**config.mk**
```make
export PLATFORM = sky130hd
export DESIGN_NAME = tree_ensemble_scheduler
export DESIGN_NICKNAME = d
export VERILOG_FILES = /design/src/rtl/tree_ensemble_scheduler.sv
export SDC_FILE = /design/constraint.sdc
export NUM_CORES = 1
export LEC_CHECK = 0
export ABC_CLOCK_PERIOD_IN_PS = 33300
export CORE_MARGIN = 1.5
export CORE_UTILIZATION = 35
export CTS_CLUSTER_SIZE = 14
export DETAILED_ROUTE_END_ITERATION = 10
export GPL_ROUTABILITY_DRIVEN = 0
export SYNTH_ARGS = -nofsm -noshare
export SYNTH_HDL_FRONTEND = slang
export SYNTH_SLANG_ARGS = --single-unit
```
**constraint.sdc**
```tcl
create_clock -name ap_clk -period 33.3 [get_ports ap_clk]
set_input_delay 6.66 -clock ap_clk [delete_from_list [all_inputs] [get_ports ap_clk]]
set_output_delay 6.66 -clock ap_clk [all_outputs]
set_load 0.05 [all_outputs]
```
**src/rtl/tree_ensemble_scheduler.sv**
```systemverilog
// Launches every decision-function engine for one sample, gathers done/score pairs and
// returns the signed score sum (with timeout and partial-result reporting) on a valid/ready port.
module tree_ensemble_scheduler #(
  parameter int unsigned N_TREES = 8,
  parameter int unsigned SCORE_W = 18,
  parameter int unsigned SUM_W   = 21,
  parameter int unsigned TMO_W   = 16
) (
  input  logic                       ap_clk,
  input  logic                       ap_rst,
  input  logic                       in_valid,
  output logic                       in_ready,
  output logic [N_TREES-1:0]         tree_start,
  input  logic [N_TREES-1:0]         tree_ready,
  input  logic [N_TREES-1:0]         tree_done,
  input  logic [N_TREES*SCORE_W-1:0] tree_score,
  input  logic [TMO_W-1:0]           tmo_limit,
  output logic                       out_valid,
  input  logic                       out_ready,
  output logic [SUM_W-1:0]           out_sum,
  output logic                       out_err,
  output logic [N_TREES-1:0]         out_done_mask,
  output logic [31:0]                sample_cnt
);

  typedef enum logic [1:0] {StIdle, StRun, StOut} state_e;

  state_e             state_q, state_d;
  logic [N_TREES-1:0] launched_q, launched_d;
  logic [N_TREES-1:0] done_q, done_d;
  logic [N_TREES-1:0] take;
  logic [SUM_W-1:0]   sum_q, sum_d, add;
  logic [TMO_W-1:0]   timer_q, timer_d;
  logic               err_q, err_d;
  logic [31:0]        cnt_q, cnt_d;

  // A done counts if the engine was launched earlier or is being launched on this same edge.
  always_comb begin
    tree_start = '0;
    take       = '0;
    if (state_q == StRun) begin
      tree_start = ~launched_q;
      take       = tree_done & ~done_q & (launched_q | (tree_start & tree_ready));
    end
  end

  always_comb begin
    logic [SCORE_W-1:0] s;
    add = '0;
    s   = '0;
    for (int i = 0; i < int'(N_TREES); i++) begin
      s = tree_score[i*SCORE_W +: SCORE_W];
      if (take[i]) add = add + SUM_W'(signed'(s));
    end
  end

  always_comb begin
    state_d    = state_q;
    launched_d = launched_q;
    done_d     = done_q;
    sum_d      = sum_q;
    timer_d    = timer_q;
    err_d      = err_q;
    cnt_d      = cnt_q;
    in_ready   = 1'b0;
    unique case (state_q)
      StIdle: begin
        in_ready = 1'b1;
        if (in_valid) begin
          launched_d = '0;
          done_d     = '0;
          sum_d      = '0;
          timer_d    = '0;
          err_d      = 1'b0;
          state_d    = StRun;
        end
      end
      StRun: begin
        launched_d = launched_q | (tree_start & tree_ready);
        done_d     = done_q | take;
        sum_d      = sum_q + add;
        if (timer_q != '1) timer_d = timer_q + TMO_W'(1);
        // Completion is tested first so a simultaneous timeout still reports a clean result.
        if (&done_d) begin
          err_d   = 1'b0;
          state_d = StOut;
        end else if ((tmo_limit != '0) && (timer_q == tmo_limit - TMO_W'(1))) begin
          err_d   = 1'b1;
          state_d = StOut;
        end
      end
      StOut: begin
        if (out_ready) begin
          cnt_d   = cnt_q + 32'd1;
          state_d = StIdle;
        end
      end
      default: state_d = StIdle;
    endcase
  end

  always_ff @(posedge ap_clk) begin
    if (ap_rst) begin
      state_q    <= StIdle;
      launched_q <= '0;
      done_q     <= '0;
      sum_q      <= '0;
      timer_q    <= '0;
      err_q      <= 1'b0;
      cnt_q      <= '0;
    end else begin
      state_q    <= state_d;
      launched_q <= launched_d;
      done_q     <= done_d;
      sum_q      <= sum_d;
      timer_q    <= timer_d;
      err_q      <= err_d;
      cnt_q      <= cnt_d;
    end
  end

  assign out_valid     = (state_q == StOut);
  assign out_sum       = sum_q;
  assign out_err       = err_q;
  assign out_done_mask = done_q;
  assign sample_cnt    = cnt_q;

endmodule

```
* Word level (Yosys, flattened, before mapping)
Cells that the tools add are included.
** Cells by class
- $add $sub $neg :: 11
- Eq/ne operators :: 8
- Mux-type cells :: 28
- Bitwise gates (word level) :: 9
- Reduce and logical (&&, ||, !) cells :: 10
** Operators with widths (count)
- $mux W21 :: 9
- $add A21 B21 Y21 :: 8
- $pmux W21 S2 :: 1
- $add A32 B1 Y32 const B :: 1
- $and A8 B8 Y8 :: 4
- $mux W16 :: 2
- $pmux W16 S2 :: 1
- $pmux W8 S2 :: 2
- $mux W8 :: 3
- $or A8 B8 Y8 :: 3
- $add A16 B1 Y16 const B :: 1
- $eq A16 B16 Y1 :: 1
- $ne A16 B16 Y1 const B :: 1
- $not A8 Y8 :: 2
- $reduce_bool A16 Y1 :: 1
- $sub A16 B1 Y16 const B :: 1
- $reduce_and A3 Y1 :: 3
- $mux W2 :: 4
- $reduce_and A8 Y1 :: 1
- $pmux W2 S3 :: 1
- $mux W1 :: 4
- $ne A2 B1 Y1 const B :: 2
- $reduce_and A2 Y1 :: 2
- $ne A3 B1 Y1 const B :: 1
- other kinds (7) :: 7
** Storage, ports and cells
- Register bits after elaboration :: 88
- Input bits :: 180
- Output and inout bits :: 72
- Word-level logic and storage cells :: 73

* Depth between registers and ports, before layout
Gate-level depths: netlist of the first run.
- Depth in word-level cells :: 22
- Depth in mapped cells :: 72
- Gate-level depth less buffers :: 70

* Worst setup path before layout of the first run
No wires, ideal clock.
- Path type :: input -> register
- Start :: input tree_ready[0]
- End :: register sum_q[20] (netlist: out_sum[20])
- Setup time :: 0.087 ns
- Data arrival time :: 18.437 ns
- Data required time :: 33.213 ns
- Setup slack :: 14.776 ns
- Cell stages on the path :: 65
- Buffers on the path :: 2
- Cell sequence :: or2_1 > clkbuf_1 > and2_1 > buf_6 > nand2_1 > inv_1 > ha_1 > inv_1 > fa_1 > nor2b_1 > o211a_1 > o21ai_1 > nand2_1 > nor2_1 > o31ai_1 > ha_1 > a21oi_1 > xnor2_1 > (+29 left out) > a21oi_1 > xor2_1 > a22oi_1 > o21a_1 > ha_1 > a21oi_1 > o21ai_0 > xor2_1 > a221o_1 > ha_1 > and4_1 > a221oi_1 > o21ai_0 > xor2_1 > xnor2_1 > xnor3_1 > xnor2_1 > o31ai_1
** Between the ends
- Cells in the longest elaborated chain, start to end :: 21
** RTL lines
- from (decl) :: line 14 : input logic [N_TREES-1:0] tree_ready,
- $and A8 B8 Y8 * :: line 43 : take = tree_done & ~done_q & (launched_q | (tree_start & tree_ready));
- $or A8 B8 Y8 * :: line 43
- $and A8 B8 Y8 * :: line 43
- $mux W8 * :: line 41 : if (state_q == StRun) begin
- $mux W21 * :: line 53 : if (take[i]) add = add + SUM_W'(signed'(s));
- $add A21 B21 Y21 :: line 53
- $mux W21 * :: line 53
- $add A21 B21 Y21 :: line 53
- (+5 left out)
- $add A21 B21 Y21 :: line 53
- $mux W21 * :: line 53
- $add A21 B21 Y21 :: line 53
- $mux W21 * :: line 53
- $add A21 B21 Y21 :: line 53
- $mux W21 * :: line 53
- $add A21 B21 Y21 * :: line 81 : sum_d = sum_q + add;
- $pmux W21 S2 * :: line 66 : unique case (state_q)
- to (signal assigned) :: line 115 : sum_q <= sum_d;
- to (decl) :: line 32 : logic [SUM_W-1:0] sum_q, sum_d, add;
Every way passes the cells marked *; elsewhere a longest branch is shown, timed or not.
A chain may end at the register's enable or synchronous reset.

* Worst setup path in the final report of the first run
- Start :: input tree_done[0]
- End :: register sum_q[20] (netlist: out_sum[20])
** Between the ends
- Cells in the longest elaborated chain, start to end :: 20
** RTL lines
- from (decl) :: line 15 : input logic [N_TREES-1:0] tree_done,
- $and A8 B8 Y8 * (2 in series) :: line 43
- $mux W8 * :: line 41
- $mux W21 * :: line 53
- $add A21 B21 Y21 :: line 53
- $mux W21 * :: line 53
- $add A21 B21 Y21 :: line 53
- $mux W21 * :: line 53
- $add A21 B21 Y21 :: line 53
- (+3 left out)
- $add A21 B21 Y21 :: line 53
- $mux W21 * :: line 53
- $add A21 B21 Y21 :: line 53
- $mux W21 * :: line 53
- $add A21 B21 Y21 :: line 53
- $mux W21 * :: line 53
- $add A21 B21 Y21 * :: line 81
- $pmux W21 S2 * :: line 66
Marked as above.

==> results of run 1 <==
[area by class of cell]
type | instances | area, sq um
sequential | 88 | 1760
fill | 3870 | 20900
multi-input combinational | 1593 | 11000
antenna | 1 | 2.50
inverter | 80 | 300
timing repair buffer | 263 | 2600
clock inverter | 5 | 63.8
clock buffer | 11 | 243
tap | 511 | 639
[layer usage]
metal / vias up / share of wire (%) / global-route usage (%)
li1: 6992 / - / -
met1: 6418 / 46 / 28.9
met2: 339 / 47 / 38.2
met3: 44 / 5.3 / 3.05
met4: 0 / 2.0 / 5.63
met5: - / 0 / 0
[power by group through the flow]
stage	Combinational [W]	Clock (W)	Sequential (W)
global placement	0.000414	0	0.000120
finish	0.000424	0.000107	0.000117
CTS	0.000423	0.000111	0.000117
detailed placement	0.000420	0	0.000119
global route	0.000470	0.000116	0.000118
floorplan	0.000297	0	0.000130
[worst max-delay path: cells and delay by family]
family          cells  cell delay (ns)
compound gates     27             6.03
xor+xnor           10             1.70
fa+ha+maj           9             3.03
buf+inv             3             0.59
mux                 1             0.31
simple gates       14             2.79
[stage by stage]
stage | util [%] | instances
2_1_floorplan | - | 1819
3_3_place_gp | 43.5 | 2535
3_5_place_dp | 43.5 | 2535
4_1_cts | 44.3 | 2551
5_1_grt | 44.3 | 2551
6_report | 44.3 | 2552
[cell families (layout without fill, tap and decap cells)]
family	Yosys count	count (layout)	synth area share [%]
and+or+nand+nor	646	646	22.7
other	0	1	0
buffers and inverters	138	359	4.04
muxes	61	61	5.00
DFF	88	88	13.2
AOI/OAI and AO/OA	520	520	25.5
xor gates and xnor gates	190	190	12.6
adders and majority gates	176	176	16.9
[state kept, by name, summed over array words and instances, names as in the netlist]
| name | flops |
|---|---|
| sample_cnt | 32 |
| out_done_mask | 8 |
| state_q | 2 |
| out_sum | 21 |
| timer_q | 16 |
| launched_q | 8 |
| out_err | 1 |
[cells in the final DEF, fill, tap and decap left out, drive strengths merged, types with 17 or more instances in the layout]
cell	instances
clkdlybuf4s50	250
o21bai	17
nand2	181
nand2b	34
or3	20
mux2i	17
o21a	33
o21ai	102
and3	29
a22oi	26
o211ai	18
nand3	45
xnor2	96
xor2	93
nor3	35
inv	82
a21o	62
nor2b	24
mux2	44
ha	166
dfxtp	88
a21oi	145
nand4	18
nor2	207
[worst min-delay path by stage]
stage                       start  slack, ns  cells after the start            end
floorplan           launched_q[0]       0.48                      2  launched_q[0]
global placement          out_err       0.47                      2        out_err
detailed placement        out_err       0.47                      2        out_err
CTS                       out_err       0.48                      2        out_err
global route              out_err       0.51                      2        out_err
finish                    out_err       0.48                      2        out_err
==> flow_metrics.env, run 1 <==
export IMPL_finalCritPeriodShare_pct=62.8
export IMPL_antenna_found_initial=2
export IMPL_dr_pass1_iters=5
export IMPL_overflow=0
export IMPL_num_vias=13800
export IMPL_grt_pass1_vias=13300
export IMPL_yosys_register_bits=88
export IMPL_irDropWorstVdd_v=0.0000344
export IMPL_p_sw_w=0.000294
export IMPL_postPlaceCellArea_sq_um=16300
export IMPL_maxSlewHeadroom_pct=28.7
export IMPL_required_ns=33.56
export IMPL_seq_area_frac_synth_pct=13.2
export IMPL_yosysWarnings=0
export IMPL_powerDensity_nw_per_um2=39.0
export IMPL_combinationalPowerShare_pct=65.4
export IMPL_synth_most_common_cell="nor2_1"
export IMPL_avgSynthCellArea_sq_um=7.32
export IMPL_cts_setup_buffers=0
export IMPL_period_needed_ns=20.91
export IMPL_drc=0
export IMPL_die_area_sq_um=39200
export IMPL_clk_path_buf_depth=2
export IMPL_yosysTopAreaCellShare_pct=15.6
export IMPL_die_w_microns=198
export IMPL_timing_hold_ws_ns=0.478
export IMPL_hold_path_class="flop to flop"
export IMPL_post_drt_wl_per_cell_microns=17.3
export IMPL_synthTopCellsByCount="nor2_1, nand2_1, ha_1, a21oi_1, o21ai_0"
export IMPL_insertion_delay_ns=0.35
export IMPL_grt_usage_pct=22.2
export IMPL_place_ws_ns=12.08
export IMPL_crit_path_top_delay_cell="a311oi_1"
export IMPL_p_leak_nw=7.27
export IMPL_cp_arrival_ns=21.17
export IMPL_critPathLaunchType="input port"
export IMPL_via_per_inst=5.40
export IMPL_postRouteAntennaNets=0
export IMPL_place_hpwl_mm=36.3
export IMPL_worstPathMaxFanout=19
export IMPL_port_buffers=251
export IMPL_stdcell_area_sq_um=16600
export IMPL_swShare_pct=45.3
export IMPL_synthCells=1819
export IMPL_post_synth_top_area_cell="ha_1"
export IMPL_ys_async_sr_fraction_pct=0
export IMPL_core_area_sq_um=37600
export IMPL_finalMaxSlewViolations=0
export IMPL_setup_tns_ns=0
export IMPL_synth_enable_flop_cells=0
export IMPL_slowest_delay_ns=0.70
export IMPL_cts_tree="built"
export IMPL_synth_distinct_cells=79
export IMPL_cts_max_level=3
export IMPL_cts_sinks=88
export IMPL_netlist_area_sq_um=13300
export IMPL_rows=71
export IMPL_power_share_clock_pct=16.5
export IMPL_drt_iter0_markers=648
export IMPL_rsz0062_at_grt="false"
export IMPL_finalSetupViolCount=0
export IMPL_max_freq_mhz=47.8
export IMPL_drive_above_1_share_pct=4.75
export IMPL_drv_cap=0
export IMPL_hold_violations=0
export IMPL_worst_pin_slew_ns=1.07
export IMPL_grt_max_degree=77
export IMPL_timing_worst_setup_path_type="input port to flop"
export IMPL_p_total_w=0.000649
export IMPL_start_util_pct=35.5
export IMPL_syn_nets=2173
export IMPL_grt_pass1_wl_mm=69.4
export IMPL_die_y_microns=198
export IMPL_numCtsBuffers=9
export IMPL_internal_power_w=0.000355
export IMPL_area_delta_synth_final_pct=24.9
export IMPL_routed_wl_mm=44.1
export IMPL_worst_setup_hold_path_clk_slew_ns=0.07
export IMPL_ioPinCount=252
export IMPL_cts_resized=0
export IMPL_cp_end_kind="flop"
export IMPL_seq_power_share_pct=18.0
export IMPL_r2r_setup_slack_ns=18.50
export IMPL_status="finished clean"
export IMPL_synth_flop_cell="dfxtp_1"
export IMPL_nets=2389
export IMPL_root_buffer="clkbuf_16"
export IMPL_crit_top_cell="ha_1"
export IMPL_netlist_top_cells_area="ha_1, dfxtp_1, xnor2_1, xor2_1, nor2_1"
export IMPL_skew_ns=0.0115
export IMPL_cp_endpoint="out_sum[20]"
export IMPL_cts_hold_buf=0
export IMPL_fin_ws_ns=12.39
export IMPL_reg2reg_to="out_sum[20]"
export IMPL_crit_start="tree_done[0]"
export IMPL_rr_worst_depth=63
export IMPL_r2r_start="state_q[0]"
(Power assumes the default switching activity.)
==> run 2: changes to the inputs <==
ABC_CLOCK_PERIOD_IN_PS = 21500   (was 33300)
clock period = 21.5 ns   (was 33.3 ns; I/O delays follow)
==> flow_metrics.env, run 2 (synthesis results as in run 1) <==
export IMPL_die_area_sq_um=39200
export IMPL_maxSlewHeadroom_pct=29.0
export IMPL_finalCritPeriodShare_pct=86.4
export IMPL_setup_tns_ns=0
export IMPL_root_buffer="clkbuf_16"
export IMPL_cts_hold_buf=0
export IMPL_worst_setup_hold_path_clk_slew_ns=0.07
export IMPL_grt_pass1_vias=13300
export IMPL_irDropWorstVdd_v=0.0000353
export IMPL_via_per_inst=5.38
export IMPL_holdPathStages=2
export IMPL_final_cell_mix="clkdlybuf4s50_1, nor2_1, nand2_1, ha_1, a21oi_1"
export IMPL_rows=71
export IMPL_highest_layer="met4"
export IMPL_die_y_microns=198
export IMPL_place_hpwl_mm=36.3
export IMPL_required_ns=21.76
export IMPL_p_leak_nw=7.27
export IMPL_crit_path_top_delay_cell="a311oi_1"
export IMPL_hold_path_class="flop to flop"
export IMPL_place_ws_ns=2.62
export IMPL_ioPinCount=252
export IMPL_cp_arrival_ns=18.84
export IMPL_timing_worst_setup_path_type="input port to flop"
export IMPL_skew_ns=0.00973
export IMPL_crit_top_cell="ha_1"
export IMPL_rr_worst_depth=63
export IMPL_largest_reg_flops=32
export IMPL_die_w_microns=198
export IMPL_wl_met1_mm=20.5
export IMPL_cts_tree="built"
export IMPL_grt_pass1_wl_mm=69.4
export IMPL_period_needed_ns=18.58
export IMPL_insertion_delay_ns=0.35
export IMPL_worstPathMaxFanout=19
export IMPL_cts_setup_buffers=0
export IMPL_cts_max_level=3
export IMPL_max_freq_mhz=53.8
export IMPL_fin_ws_ns=2.92
export IMPL_port_buffers=251
export IMPL_cts_resized=0
export IMPL_clk_path_buf_depth=2
export IMPL_drc=0
export IMPL_dr_pass1_iters=5
export IMPL_cts_sinks=88
export IMPL_slowest_delay_ns=0.73
export IMPL_drv_cap=0
export IMPL_routed_wl_mm=44.2
export IMPL_finalMaxSlewViolations=0
export IMPL_cp_end_kind="flop"
export IMPL_numCtsBuffers=9
export IMPL_core_area_sq_um=37600
export IMPL_overflow=0
export IMPL_status="finished clean"
export IMPL_final_common_cell="clkdlybuf4s50_1"
export IMPL_postRouteAntennaNets=0
export IMPL_drt_iter0_markers=769
export IMPL_nets=2389
export IMPL_rsz0062_at_grt="false"
export IMPL_hold_violations=0
export IMPL_finalSetupViolCount=0
export IMPL_grt_max_degree=77
export IMPL_num_vias=13700
export IMPL_antenna_found_initial=2
export IMPL_route_met2_wl_mm=20.5
export IMPL_critPathLaunchType="input port"
export IMPL_worst_pin_slew_ns=1.07
export IMPL_start_util_pct=35.5
export IMPL_grt_usage_pct=22.2
export IMPL_post_drt_wl_per_cell_microns=17.3
export IMPL_powerDensity_nw_per_um2=60.5
export IMPL_wl_met3_mm=2.23
export IMPL_drive_above_1_share_pct=4.75
export IMPL_area_delta_synth_final_pct=24.9
-- run 2: cell types whose count changed in the layout (fill, tap and decap cells not counted) --
cell | before | now
diode_2 | 1 | 2
-- run 2: worst max-delay path: cells and delay by family --
family | cells | cell delay (ns)
xor gates and xnor gates | 10 | 1.70
and+or+nand+nor | 14 | 2.77
buffers and inverters | 3 | 0.58
muxes | 1 | 0.31
adders and majority gates | 9 | 3.05
AOI/OAI and AO/OA | 27 | 6.11
-- run 2: area by class of cell --
class | count | area (sq um)
diodes | 2 | 5.00
clock buffers | 11 | 243
clock inverters | 5 | 63.8
fillers | 3856 | 20900
inverters | 80 | 300
multi-input cells | 1593 | 11000
flip-flops and latches | 88 | 1760
well taps | 511 | 639
repair buffers | 263 | 2600
-- run 2: power by group --
group	switching [W]	internal, W	leakage (nW)
Sequential	0.0000102	0.000171	0.712
Combinational	0.000374	0.000284	6.40
Clock	0.0000716	0.0000947	0.152
Total	0.000456	0.000550	7.27
-- run 2: routing by layer --
metal | up-vias | GRT usage, %
met3 | 52 | 3.17
met5 | - | 0
li1 | 6990 | -
met1 | 6352 | 28.9
met2 | 339 | 37.9
met4 | 0 | 6.53
-- run 2: path summary, 6_finish.rpt --
path                 from           to  slack [ns]
max          tree_done[0]  out_sum[20]        2.92
min               out_err      out_err        0.48
max reg2reg    state_q[0]  out_sum[20]        6.69
min reg2reg       out_err      out_err        0.48
-- run 2: per-stage QoR --
step                      std cells  hold WS (ns)  util [%]  total power, W  cell area, sq um
final                          2553         0.483      44.3         0.00101             16600
after global routing           2552         0.511      44.3         0.00109             16600
after CTS                      2551         0.484      44.3         0.00101             16600
after detailed placement       2535         0.470      43.5        0.000835             16300
after global placement         2535         0.473      43.5        0.000826             16300
after floorplan                1819         0.480         -        0.000661             13300
==> run 3: changes to the inputs <==
REMOVE_ABC_BUFFERS = 1   (was default)
==> flow_metrics.env, run 3 (synthesis results as in run 1) <==
export IMPL_required_ns=21.78
export IMPL_finalSetupViolCount=0
export IMPL_cts_hold_buf=0
export IMPL_cts_sinks=88
export IMPL_rsz0062_at_grt="false"
export IMPL_postRouteAntennaNets=0
export IMPL_die_w_microns=198
export IMPL_cts_resized=0
export IMPL_cts_setup_buffers=0
export IMPL_rr_worst_depth=63
export IMPL_worst_pin_slew_ns=1.14
export IMPL_routed_wl_mm=42.5
export IMPL_hold_violations=0
export IMPL_irDropWorstVdd_v=0.0000553
export IMPL_largest_reg_flops=32
export IMPL_r2r_start="state_q[0]"
export IMPL_drive_above_1_share_pct=4.76
export IMPL_period_needed_ns=18.17
export IMPL_p_sw_w=0.000448
export IMPL_die_y_microns=198
export IMPL_core_area_sq_um=37600
export IMPL_drc=0
export IMPL_status="finished clean"
export IMPL_internal_power_w=0.000537
export IMPL_root_buffer="clkbuf_16"
export IMPL_final_cell_mix="clkdlybuf4s50_1, nor2_1, nand2_1, ha_1, a21oi_1"
export IMPL_antenna_found_initial=10
export IMPL_swShare_pct=45.5
export IMPL_hold_path_class="flop to flop"
export IMPL_powerDensity_nw_per_um2=59.2
export IMPL_worstHoldStart="out_sum[4]"
export IMPL_max_freq_mhz=55.0
export IMPL_r2r_setup_slack_ns=7.19
export IMPL_nets=2388
export IMPL_grt_usage_pct=21.6
export IMPL_worstPathMaxFanout=19
export IMPL_grt_pass1_wl_mm=67.0
export IMPL_setup_tns_ns=0
export IMPL_post_drt_wl_per_cell_microns=16.6
export IMPL_crit_path_top_delay_cell="a311oi_1"
export IMPL_start_util_pct=35.5
export IMPL_cp_arrival_ns=18.45
export IMPL_slowest_delay_ns=0.68
export IMPL_skew_ns=0.0144
export IMPL_timing_worst_setup_path_type="input port to flop"
export IMPL_via_per_inst=5.35
export IMPL_drt_iter0_markers=784
export IMPL_path_delay_family="compound AO/OA/AOI/OAI gates"
export IMPL_drv_cap=0
export IMPL_final_cells=2557
export IMPL_holdPathStages=2
export IMPL_worst_setup_hold_path_clk_slew_ns=0.07
export IMPL_numCtsBuffers=9
export IMPL_area_delta_synth_final_pct=24.9
export IMPL_power_share_clock_pct=16.5
export IMPL_grt_pass1_vias=12900
export IMPL_path_buf_inv=3
export IMPL_final_common_cell="clkdlybuf4s50_1"
export IMPL_die_area_sq_um=39200
export IMPL_reg2reg_to="out_sum[20]"
export IMPL_crit_top_cell="ha_1"
export IMPL_seq_power_share_pct=18.3
export IMPL_rows=71
export IMPL_finalCritPeriodShare_pct=84.5
export IMPL_ioPinCount=252
export IMPL_critPathLaunchType="input port"
export IMPL_finalMaxSlewViolations=0
export IMPL_holdPathEnd="out_sum[4]"
export IMPL_grt_max_degree=64
export IMPL_insertion_delay_ns=0.37
export IMPL_place_hpwl_mm=35.3
export IMPL_cts_max_level=3
export IMPL_p_leak_nw=7.25
export IMPL_dr_pass1_iters=5
export IMPL_port_buffers=251
export IMPL_place_inst=2534
export IMPL_cp_end_kind="flop"
export IMPL_maxSlewHeadroom_pct=24.1
export IMPL_overflow=0
export IMPL_clk_path_buf_depth=2
export IMPL_combinationalPowerShare_pct=65.2
export IMPL_cts_tree="built"
export IMPL_num_vias=13700
run 3: cell count changes in the layout (fill, tap and decap cells not counted), sizes merged:
cell	before	now
clkinv	2	1
inv	82	85
clkinvlp	0	1
buf	13	12
clkbuf	11	9
diode	2	7
bufinv	1	0
run 3: power groups by stage:
stage	combinational (W)	clock, W	sequential, W
6_report	0.000642	0.000163	0.000180
3_5_place_dp	0.000638	0	0.000184
4_1_cts	0.000642	0.000169	0.000180
2_1_floorplan	0.000452	0	0.000202
3_3_place_gp	0.000628	0	0.000184
5_1_grt	0.000718	0.000175	0.000182
run 3: layout make-up:
class | count | area (sq um)
fill | 3832 | 20900
multi-input combinational | 1593 | 11000
timing repair buffer | 262 | 2590
sequential | 88 | 1760
tap | 511 | 639
inverter | 80 | 300
clock buffer | 9 | 225
clock inverter | 7 | 70.1
antenna | 7 | 17.5
run 3: worst max-delay path by stage:
stage	depth (start not counted)	end	start	slack (ns)
2_1_floorplan	63	out_sum[20]	tree_done[0]	5.08
3_3_place_gp	62	out_sum[20]	tree_done[0]	3.29
3_5_place_dp	64	out_sum[20]	tree_done[0]	2.91
4_1_cts	64	out_sum[20]	tree_done[0]	3.24
5_1_grt	66	out_sum[20]	tree_done[0]	2.03
6_report	64	out_sum[20]	tree_done[0]	3.33
run 3: metal layers:
layer	global-route usage [%]	share of wire, %	up-vias
met2	35.8	46	325
li1	-	-	7019
met4	7.41	2.1	8
met1	27.9	45	6292
met5	0	0.13	-
met3	4.41	6.6	43
run 3: stage by stage:
| step | util [%] | instance area (sq um) | total power (W) | worst slack (ns) | hold WS, ns |
|---|---|---|---|---|---|
| after floorplan | - | 13100 | 0.000654 | 5.08 | 0.476 |
| after global placement | 43.4 | 16300 | 0.000812 | 3.29 | 0.474 |
| after detailed placement | 43.4 | 16300 | 0.000822 | 2.91 | 0.471 |
| after CTS | 44.2 | 16600 | 0.000991 | 3.24 | 0.489 |
| after global routing | 44.3 | 16600 | 0.00107 | 2.03 | 0.512 |
| final | 44.3 | 16600 | 0.000985 | 3.33 | 0.482 |
run 3: worst register-to-register path, delay by kind of cell (launching register included):
| kind | cells | cell delay [ns] |
|---|---|---|
| fa+ha+maj | 9 | 2.99 |
| mux | 1 | 0.30 |
| compound gates | 27 | 5.58 |
| xor+xnor | 10 | 1.78 |
| buf+inv | 2 | 0.13 |
| simple gates | 14 | 2.94 |
| flops | 1 | 0.47 |
